File: config.mk
export PLATFORM = sky130hd
export DESIGN_NAME = cnn_layer_accel_rd_arb
export DESIGN_NICKNAME = d
export VERILOG_FILES = /design/src/rtl/cnn_layer_accel_rd_arb_pkg.sv /design/src/rtl/cnn_layer_accel_rr_pick.sv /design/src/rtl/cnn_layer_accel_rd_arb.sv
export SDC_FILE = /design/constraint.sdc
export NUM_CORES = 1
export LEC_CHECK = 0
export CORE_AREA = 2 2 606 608
export CTS_CLUSTER_SIZE = 40
export DETAILED_ROUTE_END_ITERATION = 12
export DIE_AREA = 0 0 608 610
export DONT_BUFFER_PORTS = 1
export HOLD_SLACK_MARGIN = 0.05
export SYNTH_ARGS = -nofsm -noshare
export SYNTH_HDL_FRONTEND = slang
export SYNTH_SLANG_ARGS = --single-unit
File: constraint.sdc
create_clock -name clk_intf -period 3.2 [get_ports clk_intf]
set_clock_uncertainty 0.15 [all_clocks]
set_input_delay 0.48 -clock clk_intf [delete_from_list [all_inputs] [get_ports clk_intf]]
set_output_delay 0.48 -clock clk_intf [all_outputs]
set_load 0.1 [all_outputs]
File: src/rtl/cnn_layer_accel_rd_arb_pkg.sv
// Shared types and the round-robin pick helper for the cnn_layer_accel read/write arbiters.
package cnn_layer_accel_rd_arb_pkg;

   localparam int unsigned C_MAX_CLIENTS = 32;
   localparam int unsigned C_IDX_WTH     = 5;

   typedef enum logic [1:0] {
      IDLE  = 2'd0,
      ISSUE = 2'd1,
      DATA  = 2'd2
   } rd_arb_state_t;

   typedef struct packed {
      logic                 found;
      logic [C_IDX_WTH-1:0] idx;
   } rr_pick_t;

   // First set bit of req scanning upward from ptr+1, wrapping modulo n.
   function automatic rr_pick_t rr_pick(input logic [C_MAX_CLIENTS-1:0] req,
                                        input logic [C_IDX_WTH-1:0]     ptr,
                                        input int unsigned              n);
      rr_pick_t    res;
      int unsigned cand;
      res = '0;
      for (int unsigned k = 1; k <= C_MAX_CLIENTS; k++) begin
         if (k <= n) begin
            cand = (32'(ptr) + k) % n;
            if (!res.found && req[cand[C_IDX_WTH-1:0]]) begin
               res.found = 1'b1;
               res.idx   = cand[C_IDX_WTH-1:0];
            end
         end
      end
      return res;
   endfunction

endpackage

File: src/rtl/cnn_layer_accel_rr_pick.sv
// Combinational round-robin picker: request vector plus last-winner pointer -> winner index and one-hot.
module cnn_layer_accel_rr_pick
   import cnn_layer_accel_rd_arb_pkg::*;
#(
   parameter int N     = 4,
   parameter int IDX_W = 2
) (
   input  logic [N-1:0]     req_i,
   input  logic [IDX_W-1:0] ptr_i,
   output logic             found_o,
   output logic [IDX_W-1:0] idx_o,
   output logic [N-1:0]     onehot_o
);

   logic [C_MAX_CLIENTS-1:0] req_ext;
   rr_pick_t                 pick;
   logic                     unused_pick_idx;

   // Widen the request vector to the helper's fixed width and pick the winner.
   always_comb begin
      req_ext          = '0;
      req_ext[N-1:0]   = req_i;
      pick             = rr_pick(req_ext, C_IDX_WTH'(ptr_i), N);
   end

   assign found_o         = pick.found;
   assign idx_o           = pick.idx[IDX_W-1:0];
   assign onehot_o        = pick.found ? (N'(1) << pick.idx[IDX_W-1:0]) : '0;
   assign unused_pick_idx = ^pick.idx;

endmodule

File: src/rtl/cnn_layer_accel_rd_arb.sv
// Round-robin arbiter sharing one memory read port among the cnn_layer_accel read clients.
// One transaction outstanding at a time: grant, issue downstream, stream data back, complete.
module cnn_layer_accel_rd_arb
   import cnn_layer_accel_rd_arb_pkg::*;
#(
   parameter int C_NUM_CLIENTS = 4,
   parameter int C_ID_WTH      = 8,
   parameter int C_ADDR_WTH    = 64,
   parameter int C_LEN_WTH     = 32,
   parameter int C_DATA_WTH    = 512
) (
   input  logic                                 clk_intf,
   input  logic                                 rst,
   input  logic [C_NUM_CLIENTS-1:0]             cl_rd_req,
   input  logic [C_NUM_CLIENTS*C_ID_WTH-1:0]    cl_rd_req_id,
   input  logic [C_NUM_CLIENTS*C_ADDR_WTH-1:0]  cl_rd_addr,
   input  logic [C_NUM_CLIENTS*C_LEN_WTH-1:0]   cl_rd_len,
   output logic [C_NUM_CLIENTS-1:0]             cl_rd_req_ack,
   output logic [C_DATA_WTH-1:0]                cl_rd_data,
   output logic [C_NUM_CLIENTS-1:0]             cl_rd_data_vld,
   input  logic [C_NUM_CLIENTS-1:0]             cl_rd_data_rdy,
   output logic [C_NUM_CLIENTS-1:0]             cl_rd_cmpl,
   output logic                                 mem_rd_req,
   output logic [C_ID_WTH-1:0]                  mem_rd_req_id,
   output logic [C_ADDR_WTH-1:0]                mem_rd_addr,
   output logic [C_LEN_WTH-1:0]                 mem_rd_len,
   input  logic                                 mem_rd_req_ack,
   input  logic [C_DATA_WTH-1:0]                mem_rd_data,
   input  logic                                 mem_rd_data_vld,
   output logic                                 mem_rd_data_rdy,
   input  logic                                 mem_rd_cmpl,
   output logic                                 arb_busy,
   output logic                                 arb_len_err
);

   localparam int C_GNT_WTH = (C_NUM_CLIENTS > 1) ? $clog2(C_NUM_CLIENTS) : 1;

   rd_arb_state_t             state_q, state_d;
   logic [C_GNT_WTH-1:0]      rr_ptr_q, rr_ptr_d;
   logic [C_GNT_WTH-1:0]      gnt_idx_q, gnt_idx_d;
   logic [C_NUM_CLIENTS-1:0]  gnt_oh_q, gnt_oh_d;
   logic [C_ID_WTH-1:0]       id_q, id_d;
   logic [C_ADDR_WTH-1:0]     addr_q, addr_d;
   logic [C_LEN_WTH-1:0]      len_q, len_d;
   logic [C_LEN_WTH-1:0]      beat_cnt_q, beat_cnt_d;
   logic [C_NUM_CLIENTS-1:0]  req_ack_q, req_ack_d;
   logic [C_NUM_CLIENTS-1:0]  cmpl_q, cmpl_d;
   logic                      len_err_q, len_err_d;

   logic                      pick_found;
   logic [C_GNT_WTH-1:0]      pick_idx;
   logic [C_NUM_CLIENTS-1:0]  pick_oh;
   logic                      beat_fire;
   logic [C_LEN_WTH-1:0]      beat_nxt;

   cnn_layer_accel_rr_pick #(
      .N     (C_NUM_CLIENTS),
      .IDX_W (C_GNT_WTH)
   ) u_rr_pick (
      .req_i    (cl_rd_req),
      .ptr_i    (rr_ptr_q),
      .found_o  (pick_found),
      .idx_o    (pick_idx),
      .onehot_o (pick_oh)
   );

   // A beat moves only in DATA when the memory offers it and the granted client takes it.
   assign beat_fire       = (state_q == DATA) && mem_rd_data_vld && cl_rd_data_rdy[gnt_idx_q];
   assign beat_nxt        = beat_cnt_q + C_LEN_WTH'(beat_fire);

   assign cl_rd_data      = mem_rd_data;
   assign cl_rd_data_vld  = ((state_q == DATA) && mem_rd_data_vld) ? gnt_oh_q : '0;
   assign mem_rd_data_rdy = (state_q == DATA) && cl_rd_data_rdy[gnt_idx_q];
   assign mem_rd_req      = (state_q == ISSUE);
   assign mem_rd_req_id   = id_q;
   assign mem_rd_addr     = addr_q;
   assign mem_rd_len      = len_q;
   assign cl_rd_req_ack   = req_ack_q;
   assign cl_rd_cmpl      = cmpl_q;
   assign arb_busy        = (state_q != IDLE);
   assign arb_len_err     = len_err_q;

   // Next-state and latch logic; ack/cmpl pulses default low every cycle.
   always_comb begin
      state_d    = state_q;
      rr_ptr_d   = rr_ptr_q;
      gnt_idx_d  = gnt_idx_q;
      gnt_oh_d   = gnt_oh_q;
      id_d       = id_q;
      addr_d     = addr_q;
      len_d      = len_q;
      beat_cnt_d = beat_cnt_q;
      req_ack_d  = '0;
      cmpl_d     = '0;
      len_err_d  = len_err_q;
      case (state_q)
         IDLE: begin
            if (pick_found) begin
               state_d   = ISSUE;
               gnt_idx_d = pick_idx;
               gnt_oh_d  = pick_oh;
               id_d      = cl_rd_req_id[32'(pick_idx) * C_ID_WTH +: C_ID_WTH];
               addr_d    = cl_rd_addr[32'(pick_idx) * C_ADDR_WTH +: C_ADDR_WTH];
               len_d     = cl_rd_len[32'(pick_idx) * C_LEN_WTH +: C_LEN_WTH];
            end
         end
         ISSUE: begin
            if (mem_rd_req_ack) begin
               state_d   = DATA;
               req_ack_d = gnt_oh_q;
            end
         end
         DATA: begin
            if (beat_fire) begin
               beat_cnt_d = beat_nxt;
            end
            if (mem_rd_cmpl) begin
               state_d    = IDLE;
               cmpl_d     = gnt_oh_q;
               rr_ptr_d   = gnt_idx_q;
               beat_cnt_d = '0;
               len_err_d  = len_err_q | (beat_nxt != len_q);
            end
         end
         default: state_d = IDLE;
      endcase
   end

   // State and latched-request registers with synchronous reset.
   always_ff @(posedge clk_intf) begin
      if (rst) begin
         state_q    <= IDLE;
         rr_ptr_q   <= C_GNT_WTH'(C_NUM_CLIENTS - 1);
         gnt_idx_q  <= '0;
         gnt_oh_q   <= '0;
         id_q       <= '0;
         addr_q     <= '0;
         len_q      <= '0;
         beat_cnt_q <= '0;
         req_ack_q  <= '0;
         cmpl_q     <= '0;
         len_err_q  <= 1'b0;
      end else begin
         state_q    <= state_d;
         rr_ptr_q   <= rr_ptr_d;
         gnt_idx_q  <= gnt_idx_d;
         gnt_oh_q   <= gnt_oh_d;
         id_q       <= id_d;
         addr_q     <= addr_d;
         len_q      <= len_d;
         beat_cnt_q <= beat_cnt_d;
         req_ack_q  <= req_ack_d;
         cmpl_q     <= cmpl_d;
         len_err_q  <= len_err_d;
      end
   end

endmodule
==> flow_metrics.py, run 1 <==
metrics = {
    "final_layout": {
        "area_delta_synth_final_pct": 41.78,
        "final_common_cell": "nand2_1",
        "nets": 2717,
        "final_cell_mix": "538 x nand2_1, 321 x nand3_1, 161 x dlygate4sd3_1",
        "stdcell_count": 6627,
        "drive_gt1_share_pct": 14.45,
    },
    "worst_setup_path": {
        "cp_max_fo": 6,
        "critPathRequiredTime_ps": 3470,
        "cp-start-kind": "flip-flop",
        "crit_arrival_ps": 3480,
        "end_kind": "flip-flop",
        "critPathKind": "reg2reg",
    },
    "clocking": {
        "cts_buffers": 25,
        "clock-root-buffer": "clkbuf_16",
        "cts-htree-levels": 4,
        "clkLatencyLatePin_ps": 590,
        "clkTransAtPathRegs_ps": 90,
        "max-clock-path-buffers": 3,
        "cts_sinks": 155,
        "cts_tree": "done",
    },
    "logic_synthesis": {
        "synth_top_area_cell": "buf_4",
        "synth_warnings": 0,
        "synth_area_leaders": "buf_4 28%, dfxtp_1 23%, nand2_1 15%, nand3_1 12%, a21oi_1 5.5%",
        "yosysSeqAreaShare_pct": 22.67,
        "yosys_register_bits": 155,
        "ys_types": 54,
        "syn_inst": 2072,
        "syn_nets": 3015,
        "synth.cell_area_mm2": 0.01369,
        "yosys_most_used_dff": "dfxtp_1",
        "syn_avg_cell_area_um2": 6.605,
        "async_reset_ff_share_pct": 0,
        "synth_edf_count": 0,
        "synth_top_area_share_pct": 28.30,
    },
    "drt": {
        "vias_per_cell": 2.167,
        "drc": 0,
        "ant_nets": 0,
        "dr.pass1.iters": 7,
        "wl_met1_mm": 44.07,
        "wl_met2_mm": 123.7,
        "vias": 14360,
        "met3_length_mm": 90.34,
        "top_layer": "met5",
        "drt_iter0_drc": 1844,
        "drt-total-wl_mm": 266.0,
        "drt-wirelength-per-cell_um": 40.14,
    },
    "grt": {
        "antenna_found_initial": 45,
        "grt_pass1_wl_mm": 293.6,
        "grt_max_degree": 81,
        "overflow": 0,
        "grt_use_total_pct": 13.73,
        "grt_pass1_vias": 12780,
    },
    "floorplanning": {
        "dieArea_mm2": 0.3709,
        "ios": 1573,
        "num_rows": 222,
        "die_w_um": 608,
        "initial_core_util_pct": 3.755,
        "design.core.area_mm2": 0.3644,
        "die_h_um": 610,
    },
    "timing": {
        "slew_viol_final": 0,
        "setup_viol": 1,
        "fin_crit_sh_pct": 100.0,
        "slew_headroom_pct": 20.46,
        "rsz0062_at_grt": "yes",
        "period_needed_ps": 3202,
        "clock.fmax_mhz": 312.4,
        "hold_viol_final": 0,
        "tightest_slew_ps": 1191,
        "timing.final.ws_setup_ps": -1.516,
    },
    "placed_design": {
        "dp_slack_ps": -297.5,
        "dp_hpwl_mm": 245.7,
        "gp_congestion": 0.8804,
        "io_buffers": 0,
        "place_inst": 6391,
    },
    "pwr": {
        "sequentialPowerShare_pct": 34.7,
        "powerDensity_mw_per_mm2": 455.3,
        "ir_worst_vdd_mv": 0.3239,
        "p_int_w": 0.004551,
        "share_comb_of_total_power_pct": 33.1,
        "pwr-share-clk_pct": 32.2,
        "p_sw_share_pct": 48.48,
        "p_leak_nw": 5.903,
        "p_sw_w": 0.004283,
    },
    "outcome": {
        "outcome": "finished with violations",
        "violations": "negative setup slack",
    },
    "flow_run": {
        "max-cap-violations": 0,
    },
    "hold_path": {
        "hp-class": "in2reg",
    },
}
==> path summary, 6_finish.rpt <==
kind | from | to | slack (ps) | cells past startpoint
max | gnt_idx_q[0] | arb_len_err | -2 | 14
max reg2reg | gnt_idx_q[0] | arb_len_err | -2 | 14
min | cl_rd_addr[229] | mem_rd_addr[37] | 120 | 4
min reg2reg | mem_rd_addr[41] | mem_rd_addr[41] | 300 | 2
==> critical path, cell delays in order, from the launching register on <==
cell and delay (ps):
dfxtp_2 350, mux4_2 630, and2_4 210, nand2_2 70, inv_2 50, ha_4 150
nand4_1 80, buf_6 130, nor2_4 50, buf_4 150, and4_1 210, xnor2_1 150
a211o_1 250, nor4_2 270, a311oi_1 130
==> registers in the layout, indices dropped and copies added (netlist names) <==
name	count
state_q	2
cl_rd_cmpl	4
rr_ptr_q	2
mem_rd_addr	64
arb_len_err	1
gnt_idx_q	2
mem_rd_len	32
gnt_oh_q	4
cl_rd_req_ack	4
mem_rd_req_id	8
beat_cnt_q	32
==> timing repair <==
| item | CTS | global route |
|---|---|---|
| buffers inserted | 4 | 5 |
| endpoints found under the hold margin | 145 | 0 |
| gates cloned | 0 | 1 |
| pin swaps | 8 | 3 |
| gates resized for setup | 10 | 11 |
| hold buffers | 162 | 0 |
| setup endpoints to repair | 3 | 43 |
==> power by group through the flow <==
stage	sequential (W)	clock [W]	combinational, W
floorplan	0.00343	0	0.00396
global placement	0.00315	0	0.00258
detailed placement	0.00315	0	0.00260
CTS	0.00311	0.00302	0.00290
global route	0.00312	0.00302	0.00309
finish	0.00306	0.00285	0.00293
==> per-layer routing <==
layer / GRT usage (%) / vias up
li1: - / 5712
met1: 6.726 / 6335
met2: 22.46 / 2012
met3: 21.65 / 283
met4: 3.437 / 18
met5: 1.640 / -
==> cells by family after synthesis <==
group           share of synthesized area, %
flops                                  22.67
xor+xnor                               3.310
fa+ha+maj                             0.1828
compound gates                         8.283
buf+inv                                31.90
mux                                   0.3931
simple gates                           33.26
==> cells in the mapped netlist (6+ instances only) <==
library cell and count:
buf_4 516, a21oi_1 151, nor2b_1 6, and2_1 11, nand3_1 321, xor2_1 17, nand3b_1 10, clkbuf_1 116
nand4_1 13, o21ai_0 30, nor2_1 48, a22oi_1 8, xnor2_1 32, nand2_1 540, and3_1 9, dfxtp_1 155
or3_1 13, inv_1 7
==> through the flow <==
stage	hold WS [ps]	power, W	area, um2	util (%)	setup TNS, ps
floorplan	308.9	0.007396	13700	-	0
global placement	295.5	0.005733	16780	4.606	-415.4
detailed placement	295.5	0.005750	16780	4.606	-519.9
CTS	50.24	0.009040	19210	5.271	-73.88
global route	87.46	0.009225	19360	5.311	-224.7
finish	115.6	0.008835	19400	5.324	-1.516
==> final cells by class <==
| class | instances | area [um2] |
|---|---|---|
| Fill cell | 43160 | 345000 |
| Tap cell | 4816 | 6026 |
| Antenna cell | 33 | 82.58 |
| Inverter | 8 | 30.03 |
| Sequential cell | 155 | 3154 |
| Multi-Input combinational cell | 1272 | 6374 |
| Timing Repair Buffer | 312 | 3027 |
| Clock buffer | 29 | 650.6 |
| Clock inverter | 2 | 60.06 |
(Power assumes the default switching activity.)
==> run 2: changes to the inputs <==
--- a/config.mk
+++ b/config.mk
@@ -5,10 +5,10 @@
 export SDC_FILE = /design/constraint.sdc
 export NUM_CORES = 1
 export LEC_CHECK = 0
-export CORE_AREA = 2 2 606 608
+export CORE_AREA = 2 2 611 613
 export CTS_CLUSTER_SIZE = 40
 export DETAILED_ROUTE_END_ITERATION = 12
-export DIE_AREA = 0 0 608 610
+export DIE_AREA = 0 0 613 615
 export DONT_BUFFER_PORTS = 1
 export HOLD_SLACK_MARGIN = 0.05
 export SYNTH_ARGS = -nofsm -noshare
==> run 2 against run 1 <==
- the run now ends clean
- sequential share of layout area down 0.15 points
- critical path depth shrank 1
- non-clock buffer count decreased by 4
- critical path type unchanged
- hold slack got worse by 17 ps
- power down 1.2%
- largest power group unchanged
==> flow_metrics.py, run 2 (same netlist as run 1, synthesis figures left out) <==
metrics = {
    "hold_path": {
        "hold_start": "cl_rd_len[40]",
        "hp-class": "in2reg",
    },
    "worst_setup_path": {
        "critPathRequiredTime_ps": 3490,
        "cp-endpoint": "arb_len_err",
        "crit_path_start": "gnt_idx_q[0]",
        "crit_arrival_ps": 3390,
        "regToRegStartpoint": "gnt_idx_q[0]",
        "r2r_slack_ps": 100,
        "reg2reg_depth": 13,
        "critPathKind": "reg2reg",
        "cp-start-kind": "flip-flop",
        "end_kind": "flip-flop",
        "r2r_end": "arb_len_err",
        "cp_max_fo": 6,
    },
    "placed_design": {
        "io_buffers": 0,
        "dp_slack_ps": -325.1,
        "gp_congestion": 0.8803,
        "placed_area_mm2": 0.01697,
        "dp_hpwl_mm": 259.5,
    },
    "grt": {
        "grt_use_total_pct": 14.25,
        "overflow": 0,
        "grt_pass1_vias": 12930,
        "grt_max_degree": 99,
        "grt_pass1_wl_mm": 307.6,
        "antenna_found_initial": 66,
    },
    "timing": {
        "clock.fmax_mhz": 322.2,
        "fin_crit_sh_pct": 97.00,
        "period_needed_ps": 3104,
        "rsz0062_at_grt": "yes",
        "setup_tns_ps": 0,
        "hold_viol_final": 0,
        "setup_viol": 0,
        "tightest_slew_ps": 1196,
        "slew_headroom_pct": 20.19,
        "timing.final.ws_setup_ps": 96.01,
        "slew_viol_final": 0,
    },
    "pwr": {
        "powerDensity_mw_per_mm2": 446.9,
        "ir_worst_vdd_mv": 0.3227,
        "p_leak_nw": 5.860,
    },
    "clocking": {
        "clock-root-buffer": "clkbuf_16",
        "clkLatencyLatePin_ps": 570,
        "cts-htree-levels": 4,
        "cts_tree": "done",
        "cts_sinks": 155,
        "clkTransAtPathRegs_ps": 80,
        "cts_buffers": 25,
        "max-clock-path-buffers": 3,
    },
    "final_layout": {
        "fill_cells": 43950,
        "drive_gt1_share_pct": 14.16,
        "final_common_cell": "nand2_1",
        "area_delta_synth_final_pct": 42.74,
        "fin_area_mm2": 0.01954,
        "seq_area_mm2": 0.003147,
        "utilization_pct": 5.268,
        "multiInputGateArea_mm2": 0.006370,
        "nets": 2712,
        "final_cell_mix": "539 x nand2_1, 320 x nand3_1, 158 x dlygate4sd3_1",
        "largest_reg_flops": 64,
    },
    "flow_run": {
        "max-cap-violations": 0,
    },
    "drt": {
        "drt-wirelength-per-cell_um": 41.13,
        "ant_nets": 0,
        "drt-total-wl_mm": 279.2,
        "dr.pass1.iters": 7,
        "drt_iter0_drc": 1779,
        "vias": 14790,
        "drc": 0,
        "vias_per_cell": 2.179,
    },
    "floorplanning": {
        "num_rows": 224,
        "dieArea_mm2": 0.3770,
        "die_h_um": 615,
        "ios": 1573,
        "initial_core_util_pct": 3.691,
        "design.core.area_mm2": 0.3708,
        "die_w_um": 613,
    },
    "outcome": {
        "outcome": "complete, no violations",
    },
}
==> run 2: cell count changes in the layout (fill, tap and decap cells not counted), sizes merged <==
cell | previous run | this run
diode | 33 | 44
dlygate4sd3 | 161 | 158
buf | 151 | 149
bufinv | 2 | 0
clkinv | 0 | 2
a21o | 6 | 5
clkinvlp | 0 | 1
==> run 2: layout make-up <==
class	instances	area share, %
Clock buffer	28	3.311
Timing Repair Buffer	308	15.31
Clock inverter	3	0.08967
Inverter	8	0.1665
Antenna cell	44	0.5636
Tap cell	4972	31.85
Sequential cell	155	16.11
Multi-Input combinational cell	1271	32.61
==> run 2: power by group <==
| part | total (W) | switching, W | internal, W | leakage, nW |
|---|---|---|---|---|
| clock | 0.00271 | 0.00128 | 0.00143 | 0.326 |
| combinational | 0.00286 | 0.00198 | 0.000876 | 4.25 |
| sequential | 0.00316 | 0.00105 | 0.00211 | 1.28 |
| total | 0.00873 | 0.00431 | 0.00442 | 5.86 |
==> run 2: timing repair <==
item                                    in CTS  in global routing
endpoints found under the setup margin       2                  8
hold buffers                               159                  0
pin swaps                                   13                  8
hold endpoints to repair                   145                  0
resized for setup                           15                  8
setup buffers                                4                  5
==> run 2: through the flow <==
step | std cells | hold slack [ps] | power, W
after floorplan | 2072 | 308.9 | 0.007396
after global routing | 6759 | 93.34 | 0.009147
after detailed placement | 6547 | 306.8 | 0.005799
final | 6789 | 98.81 | 0.008730
after CTS | 6740 | 50.71 | 0.008982
after global placement | 6547 | 297.3 | 0.005782
==> run 2: worst min path at each step <==
stage / end / slack [ps] / cells past startpoint
final: mem_rd_len[8] / 100 / 4
after detailed placement: mem_rd_addr[44] / 310 / 2
after global placement: mem_rd_addr[44] / 300 / 2
after global routing: mem_rd_addr[25] / 90 / 4
after CTS: mem_rd_addr[28] / 50 / 4
after floorplan: cl_rd_cmpl[0] / 310 / 1
==> run 2: routing by layer <==
layer	routed length [um]	vias to the layer above	part of all wire, %	track usage [%]
met1	45820	6584	16	6.894
met3	95540	314	34	22.60
met2	130400	2141	47	23.56
met5	413	-	0.15	0.5747
li1	-	5725	-	-
met4	7119	26	2.5	3.223
==> run 2: worst max-delay path: stages, from the launching register on <==
cell	delay, ps
dfxtp_2	340
mux4_2	630
and2_4	220
nand2_4	60
inv_4	40
ha_4	150
nand4_1	100
buf_4	150
nor2_4	50
a311oi_1	290
a31oi_1	60
or3_1	330
nor4_2	230
a311oi_1	140
